--- src/rtl/msk_rx_acq_ctrl_if.sv ---
// Control/status bundle between the MSK RX acquisition sequencer and the RX chain.
// The master side drives the start level, strobes and phase error; the slave side is the sequencer.
interface msk_rx_acq_ctrl_if #(
   parameter int EW = 24,
   parameter int CW = 16
);
   logic                 start_i;
   logic                 sym_val_i;
   logic                 err_val_i;
   logic signed [EW-1:0] phase_err_i;
   logic                 timing_en_o;
   logic                 cfo_en_o;
   logic                 loop_clr_o;
   logic                 locked_o;
   logic                 fail_o;
   logic [2:0]           state_o;
   logic [CW-1:0]        retry_o;

   modport master (
      output start_i, sym_val_i, err_val_i, phase_err_i,
      input  timing_en_o, cfo_en_o, loop_clr_o, locked_o, fail_o, state_o, retry_o
   );

   modport slave (
      input  start_i, sym_val_i, err_val_i, phase_err_i,
      output timing_en_o, cfo_en_o, loop_clr_o, locked_o, fail_o, state_o, retry_o
   );
endinterface

--- src/rtl/msk_rx_acq_ctrl.sv ---
// MSK receiver acquisition sequencer: timing acquisition, CFO acquisition with lock
// detection from phase-error magnitude, loss-of-lock handling and bounded retries.
module msk_rx_acq_ctrl #(
   parameter int EW         = 24,
   parameter int CW         = 16,
   parameter int TIM_SYMS   = 256,
   parameter int LOCK_THR   = 4096,
   parameter int LOCK_RUN   = 64,
   parameter int UNLOCK_RUN = 16,
   parameter int ACQ_TMO    = 4096,
   parameter int MAX_RETRY  = 3
) (
   input logic               clk,
   input logic               rst,
   msk_rx_acq_ctrl_if.slave  bus
);

   typedef enum logic [2:0] {
      S_IDLE    = 3'd0,
      S_TIM_ACQ = 3'd1,
      S_CFO_ACQ = 3'd2,
      S_TRACK   = 3'd3,
      S_FAIL    = 3'd4
   } state_t;

   localparam logic [CW-1:0] CNT_MAX    = '1;
   localparam logic [CW-1:0] TIM_LAST   = CW'(TIM_SYMS - 1);
   localparam logic [CW-1:0] TMO_LAST   = CW'(ACQ_TMO - 1);
   localparam logic [CW-1:0] LOCK_CNT   = CW'(LOCK_RUN);
   localparam logic [CW-1:0] UNLOCK_CNT = CW'(UNLOCK_RUN);
   localparam logic [CW-1:0] RETRY_MAX  = CW'(MAX_RETRY);
   localparam logic [EW-1:0] ERR_MIN    = {1'b1, {(EW-1){1'b0}}};
   localparam logic [EW-1:0] ERR_MAX    = {1'b0, {(EW-1){1'b1}}};
   localparam logic [EW:0]   THR        = (EW+1)'(LOCK_THR);

   function automatic logic [CW-1:0] sat_inc(input logic [CW-1:0] v);
      return (v == CNT_MAX) ? v : v + 1'b1;
   endfunction

   state_t        r_state;
   logic [CW-1:0] r_sym_cnt;
   logic [CW-1:0] r_good_run;
   logic [CW-1:0] r_bad_run;
   logic [CW-1:0] r_retry;
   logic          r_timing_en;
   logic          r_cfo_en;
   logic          r_loop_clr;
   logic          r_locked;
   logic          r_fail;

   state_t        w_state_nxt;
   logic [CW-1:0] w_sym_nxt;
   logic [CW-1:0] w_good_nxt;
   logic [CW-1:0] w_bad_nxt;
   logic [CW-1:0] w_retry_nxt;
   logic [CW-1:0] w_good_inc;
   logic [CW-1:0] w_bad_inc;
   logic [CW-1:0] w_retry_inc;
   logic [EW-1:0] w_abs;
   logic          w_good;

   // The most negative error has no positive twin, so it clamps to the largest magnitude.
   always_comb begin
      if ($unsigned(bus.phase_err_i) == ERR_MIN) begin
         w_abs = ERR_MAX;
      end else if (bus.phase_err_i[EW-1]) begin
         w_abs = $unsigned(-bus.phase_err_i);
      end else begin
         w_abs = $unsigned(bus.phase_err_i);
      end
   end

   assign w_good = ({1'b0, w_abs} <= THR);

   always_comb begin
      // NOTE: every signal gets a default before any branch so no path can infer a latch.
      w_state_nxt = r_state;
      w_sym_nxt   = r_sym_cnt;
      w_good_nxt  = r_good_run;
      w_bad_nxt   = r_bad_run;
      w_retry_nxt = r_retry;
      w_good_inc  = sat_inc(r_good_run);
      w_bad_inc   = sat_inc(r_bad_run);
      w_retry_inc = (r_retry >= RETRY_MAX) ? RETRY_MAX : r_retry + 1'b1;

      if (!bus.start_i) begin
         w_state_nxt = S_IDLE;
         w_sym_nxt   = '0;
         w_good_nxt  = '0;
         w_bad_nxt   = '0;
         w_retry_nxt = '0;
      end else begin
         unique case (r_state)
            S_IDLE: begin
               w_state_nxt = S_TIM_ACQ;
               w_sym_nxt   = '0;
            end
            S_TIM_ACQ: begin
               if (bus.sym_val_i) begin
                  if (r_sym_cnt >= TIM_LAST) begin
                     w_state_nxt = S_CFO_ACQ;
                     w_sym_nxt   = '0;
                     w_good_nxt  = '0;
                  end else begin
                     w_sym_nxt = sat_inc(r_sym_cnt);
                  end
               end
            end
            S_CFO_ACQ: begin
               if (bus.err_val_i) w_good_nxt = w_good ? w_good_inc : '0;
               if (bus.sym_val_i) w_sym_nxt = sat_inc(r_sym_cnt);
               // Lock is tested first so it wins over a coincident timeout.
               if (bus.err_val_i && w_good && (w_good_inc >= LOCK_CNT)) begin
                  w_state_nxt = S_TRACK;
                  w_retry_nxt = '0;
                  w_bad_nxt   = '0;
               end else if (bus.sym_val_i && (r_sym_cnt >= TMO_LAST)) begin
                  w_retry_nxt = w_retry_inc;
                  if (w_retry_inc >= RETRY_MAX) begin
                     w_state_nxt = S_FAIL;
                  end else begin
                     w_state_nxt = S_TIM_ACQ;
                     w_sym_nxt   = '0;
                  end
               end
            end
            S_TRACK: begin
               if (bus.err_val_i) begin
                  if (w_good) begin
                     w_bad_nxt = '0;
                  end else if (w_bad_inc >= UNLOCK_CNT) begin
                     w_state_nxt = S_CFO_ACQ;
                     w_sym_nxt   = '0;
                     w_good_nxt  = '0;
                     w_bad_nxt   = '0;
                  end else begin
                     w_bad_nxt = w_bad_inc;
                  end
               end
            end
            S_FAIL: begin
               w_state_nxt = S_FAIL;
            end
            default: begin
               w_state_nxt = S_IDLE;
            end
         endcase
      end
   end

   always_ff @(posedge clk) begin
      // NOTE: state uses non-blocking assignments so every register samples pre-edge values.
      if (rst) begin
         r_state     <= S_IDLE;
         r_sym_cnt   <= '0;
         r_good_run  <= '0;
         r_bad_run   <= '0;
         r_retry     <= '0;
         r_timing_en <= 1'b0;
         r_cfo_en    <= 1'b0;
         r_loop_clr  <= 1'b0;
         r_locked    <= 1'b0;
         r_fail      <= 1'b0;
      end else begin
         r_state     <= w_state_nxt;
         r_sym_cnt   <= w_sym_nxt;
         r_good_run  <= w_good_nxt;
         r_bad_run   <= w_bad_nxt;
         r_retry     <= w_retry_nxt;
         // Flags follow the next state so they line up with state_o.
         r_timing_en <= (w_state_nxt == S_TIM_ACQ) || (w_state_nxt == S_CFO_ACQ) ||
                        (w_state_nxt == S_TRACK);
         r_cfo_en    <= (w_state_nxt == S_CFO_ACQ) || (w_state_nxt == S_TRACK);
         r_loop_clr  <= (w_state_nxt == S_CFO_ACQ) && (r_state != S_CFO_ACQ);
         r_locked    <= (w_state_nxt == S_TRACK);
         r_fail      <= (w_state_nxt == S_FAIL);
      end
   end

   assign bus.state_o     = r_state;
   assign bus.timing_en_o = r_timing_en;
   assign bus.cfo_en_o    = r_cfo_en;
   assign bus.loop_clr_o  = r_loop_clr;
   assign bus.locked_o    = r_locked;
   assign bus.fail_o      = r_fail;
   assign bus.retry_o     = r_retry;

endmodule

--- src/flat_wrapper.sv ---
// flat-port wrapper written by rule: the top's interface ports become plain ports
module msk_rx_acq_ctrl_flat 
#(
   parameter int EW         = 24,
   parameter int CW         = 16,
   parameter int TIM_SYMS   = 256,
   parameter int LOCK_THR   = 4096,
   parameter int LOCK_RUN   = 64,
   parameter int UNLOCK_RUN = 16,
   parameter int ACQ_TMO    = 4096,
   parameter int MAX_RETRY  = 3
)
  (clk, rst, bus_start_i, bus_sym_val_i, bus_err_val_i, bus_phase_err_i, bus_timing_en_o, bus_cfo_en_o, bus_loop_clr_o, bus_locked_o, bus_fail_o, bus_state_o, bus_retry_o);
  msk_rx_acq_ctrl_if #(.EW(EW), .CW(CW)) bus_i ();
  input logic clk;
  input logic rst;
  input wire logic [$bits(bus_i.start_i)-1:0] bus_start_i;
  input wire logic [$bits(bus_i.sym_val_i)-1:0] bus_sym_val_i;
  input wire logic [$bits(bus_i.err_val_i)-1:0] bus_err_val_i;
  input wire logic [$bits(bus_i.phase_err_i)-1:0] bus_phase_err_i;
  output wire logic [$bits(bus_i.timing_en_o)-1:0] bus_timing_en_o;
  output wire logic [$bits(bus_i.cfo_en_o)-1:0] bus_cfo_en_o;
  output wire logic [$bits(bus_i.loop_clr_o)-1:0] bus_loop_clr_o;
  output wire logic [$bits(bus_i.locked_o)-1:0] bus_locked_o;
  output wire logic [$bits(bus_i.fail_o)-1:0] bus_fail_o;
  output wire logic [$bits(bus_i.state_o)-1:0] bus_state_o;
  output wire logic [$bits(bus_i.retry_o)-1:0] bus_retry_o;
  assign bus_i.start_i = bus_start_i;
  assign bus_i.sym_val_i = bus_sym_val_i;
  assign bus_i.err_val_i = bus_err_val_i;
  assign bus_i.phase_err_i = bus_phase_err_i;
  assign bus_timing_en_o = bus_i.timing_en_o;
  assign bus_cfo_en_o = bus_i.cfo_en_o;
  assign bus_loop_clr_o = bus_i.loop_clr_o;
  assign bus_locked_o = bus_i.locked_o;
  assign bus_fail_o = bus_i.fail_o;
  assign bus_state_o = bus_i.state_o;
  assign bus_retry_o = bus_i.retry_o;
  msk_rx_acq_ctrl #(.EW(EW), .CW(CW), .TIM_SYMS(TIM_SYMS), .LOCK_THR(LOCK_THR), .LOCK_RUN(LOCK_RUN), .UNLOCK_RUN(UNLOCK_RUN), .ACQ_TMO(ACQ_TMO), .MAX_RETRY(MAX_RETRY)) u_core (.clk(clk), .rst(rst), .bus(bus_i));
endmodule
--- config.mk ---
export PLATFORM = sky130hd
export DESIGN_NAME = msk_rx_acq_ctrl_flat
export DESIGN_NICKNAME = d
export VERILOG_FILES = /design/src/rtl/msk_rx_acq_ctrl_if.sv /design/src/rtl/msk_rx_acq_ctrl.sv /design/src/flat_wrapper.sv
export SDC_FILE = /design/constraint.sdc
export NUM_CORES = 1
export LEC_CHECK = 0
export ABC_AREA = 1
export CAP_MARGIN = 30
export CORE_UTILIZATION = 53
export CTS_CLUSTER_SIZE = 12
export DETAILED_ROUTE_END_ITERATION = 8
export PLACE_DENSITY = 0.78
export SLEW_MARGIN = 20
export SYNTH_ARGS = -nofsm -noshare
export SYNTH_HDL_FRONTEND = slang
export SYNTH_SLANG_ARGS = --single-unit
--- constraint.sdc ---
create_clock -name clk -period 2.3 [get_ports clk]
set_input_delay 0.46 -clock clk [delete_from_list [all_inputs] [get_ports clk]]
set_output_delay 0.46 -clock clk [all_outputs]
set_load 0.01 [all_outputs]
==> flow_metrics.tcl <==
set metrics [dict create \
    r2r_start "u_core.r_bad_run[0]" \
    finalSetupTns_ns -1.33 \
    first_pass_iters 5 \
    yosys.area.top_type "dfxtp_1" \
    synthFlopType "dfxtp_1" \
    pwr-share-clk_pct 37.2 \
    grt_pass1_wl_mm 27.4 \
    worst_pin_slew_ns 0.496 \
    use_met1_pct 36.6 \
    vias 6739 \
    final_area_um2 8000 \
    num_rows 37 \
    crit_type "reg -> reg" \
    violations "negative setup slack" \
    drive_above_1_share_pct 30.2 \
    routed_wl_mm 17.2 \
    synth_nets 970 \
    antenna_found_initial 0 \
    cp.arrival_ns 2.66 \
    io_pins 53 \
    worstRegToRegCells 17 \
    p_per_area_nw_per_um2 349 \
    grt_max_degree 27 \
    clock_sinks 72 \
    clk_pin_slew_ns 0.09 \
    netlist_area_um2 5590 \
    setup_ws_ns -0.105 \
    ys_async_sr_fraction_pct 0 \
    cts.path.max_buffers 2 \
    cts_root_buffer "clkbuf_8" \
    r2r_end "u_core.r_good_run[6]" \
    grt_pass1_vias 6286 \
    clock_latency_ns 0.37 \
    place_area_um2 7030 \
    cp-end-kind "flop" \
    min_period_ns 2.40 \
    die_h_um 105 \
    via_per_inst 5.41 \
    antenna_cells 0 \
    die_w_um 105 \
    grt_util_met2_pct 52.7 \
    cts_buffers 9 \
    status "finished, violations left" \
    nets 1139 \
    cellLeakagePower_nw 3.59 \
    die_area_um2 11000 \
    first_iter_violations 341 \
    gp_congestion 0.897 \
    ant_nets 0 \
    post-route-drc-count 0 \
    startpoint_type "flop" \
    fin_worst_skew_ns 0.0139 \
    pwr-share-comb_pct 17.5 \
    switchingPower_mw 0.819 \
    rsz0062_at_grt "true" \
    grt-ovfl-total 0 \
    fmax_mhz 416 \
    place_ws_ns -0.608 \
    htreeDepth 3 \
    seq_area_frac_synth_pct 25.8 \
    crit_path_max_fanout 11 \
    numPortBuffers 52 \
    synth.distinct_cells 42 \
    sw_frac_of_total_pct 29.4 \
    seq_power_share_pct 45.2 \
    period_share_pct 105 \
    avgSynthCellArea_um2 5.97 \
    cts_tree "done" \
    slew_viol_final 0 \
    ys_ff_latch 72 \
    ir_drop_v 0.000418 \
    internal_power_mw 1.97 \
    crit_end "u_core.r_good_run[6]" \
    synth_most_common_cell "nand2_1" \
    min_from "u_core.bus.retry_o[3]" \
    rrSetupSlack_ns -0.10 \
    grt.total_usage_pct 30.1 \
    setup_viol 27 \
    top_usage_layer "met2" \
    hp-class "reg -> reg" \
    cp-startpoint "u_core.r_bad_run[0]" \
    syn-instance-count 936 \
    hold_viol 0 \
    postCtsHoldBufs 0 \
    fin_util_pct 77.9 \
    syn_to_final_growth_pct 43.1 \
    avgRoutedWirePerCell_um 13.8 \
    grtUsageMet3_pct 4.87 \
    yosysWarnings 0 \
    hpwlAfterDp_mm 11.2 \
    required_ns 2.55 \
    start_util_pct 54.4 \
    relSlewSlack_pct 66.7 \
    synth_edf_count 0 \
    synth_top_area_share_pct 25.8 \
    total_power_mw 2.79 \
    maxCapViolCount 0 \
    synth.area.top_cells "dfxtp_1 26%, nand2_1 18%, nor2_1 9.3%" \
    core_um2 10300 \
    synthTopCellsByCount "266 x nand2_1, 138 x nor2_1, 104 x inv_1" \
]
-- power by group through the flow --
stage	Combinational, mW	Clock [mW]	Sequential (mW)
floorplan	0.221	0	1.29
global placement	0.412	0	1.29
detailed placement	0.417	0	1.29
CTS	0.455	1.04	1.26
global route	0.531	1.09	1.26
finish	0.489	1.04	1.26
-- registers in the layout (all words and copies together), names as in the netlist --
name                    flops
u_core.r_good_run          16
u_core.bus.state_o          3
u_core.bus.cfo_en_o         1
u_core.r_bad_run           16
u_core.bus.fail_o           1
u_core.r_sym_cnt           16
u_core.bus.locked_o         1
u_core.bus.retry_o         16
u_core.bus.loop_clr_o       1
u_core.bus.timing_en_o      1
-- final cells by class --
class	instances	area (um2)
Sequential cell	72	1460
Multi-Input combinational cell	728	4090
Tap cell	136	170
Clock inverter	6	68.8
Timing Repair Buffer	179	1630
Clock buffer	10	128
Timing Repair inverter	1	11.3
Fill cell	739	2280
Inverter	114	449
-- logic make-up after synthesis --
group	count (synthesis)	share of synthesized area [%]
adders and majority gates	5	1.12
muxes	1	0.179
buffers and inverters	137	10.2
and+or+nand+nor	616	51.5
AOI/OAI and AO/OA	83	7.74
xor gates and xnor gates	22	3.45
DFF	72	25.8
-- critical path, stage by stage (launching register included) --
cell	delay, ns
dfxtp_2	0.37
ha_4	0.15
nand3_4	0.11
nor3_4	0.23
buf_6	0.15
nand3_1	0.08
nand2_2	0.11
nor2_2	0.05
nand3_1	0.06
nor2_1	0.05
nand3_2	0.08
nand2_2	0.07
inv_4	0.10
nand4_4	0.14
buf_6	0.16
o21ai_4	0.16
buf_12	0.16
nor2_1	0.05
-- timing repair --
action                     4_1_cts  5_1_grt
cloned                           3        2
resized for setup               84      131
setup buffers                   14        9
pin swaps                       33       45
setup endpoints to repair       71       72
-- per-layer routing --
layer / part of all wire (%) / routed length (um)
met5: 0 / 0
met4: 2.3 / 391
met2: 50 / 8550
met1: 42 / 7220
met3: 6.2 / 1070
-- worst min path at each step --
stage | end | slack [ns] | depth (start not counted)
6_report | u_core.bus.retry_o[3] | 0.46 | 2
2_1_floorplan | u_core.r_bad_run[9] | 0.45 | 2
3_3_place_gp | u_core.bus.retry_o[11] | 0.44 | 2
4_1_cts | u_core.bus.retry_o[3] | 0.46 | 2
3_5_place_dp | u_core.bus.retry_o[10] | 0.45 | 2
5_1_grt | u_core.bus.retry_o[11] | 0.48 | 2
-- stage by stage --
step	hold slack [ns]	instances
2_1_floorplan	0.454	936
3_3_place_gp	0.444	1203
3_5_place_dp	0.448	1203
4_1_cts	0.461	1236
5_1_grt	0.484	1246
6_report	0.464	1246
-- placed cells by master (no fill, tap or decap), types with 9 or more instances in the layout --
master	count
clkdlybuf4s50_1	29
nand4_1	19
a21oi_2	11
o21ai_1	10
buf_6	13
nor2_4	14
nor3_1	19
xor2_1	16
nand3_2	14
nor2_1	106
nor2_2	36
clkbuf_2	10
o21ai_0	18
buf_4	104
dfxtp_2	11
clkbuf_8	9
a21oi_1	36
inv_1	96
nand2_2	36
buf_12	10
inv_2	12
nand3_1	82
nand2_1	243
dfxtp_1	60
No activity file was read; power rests on OpenSTA's default activity.
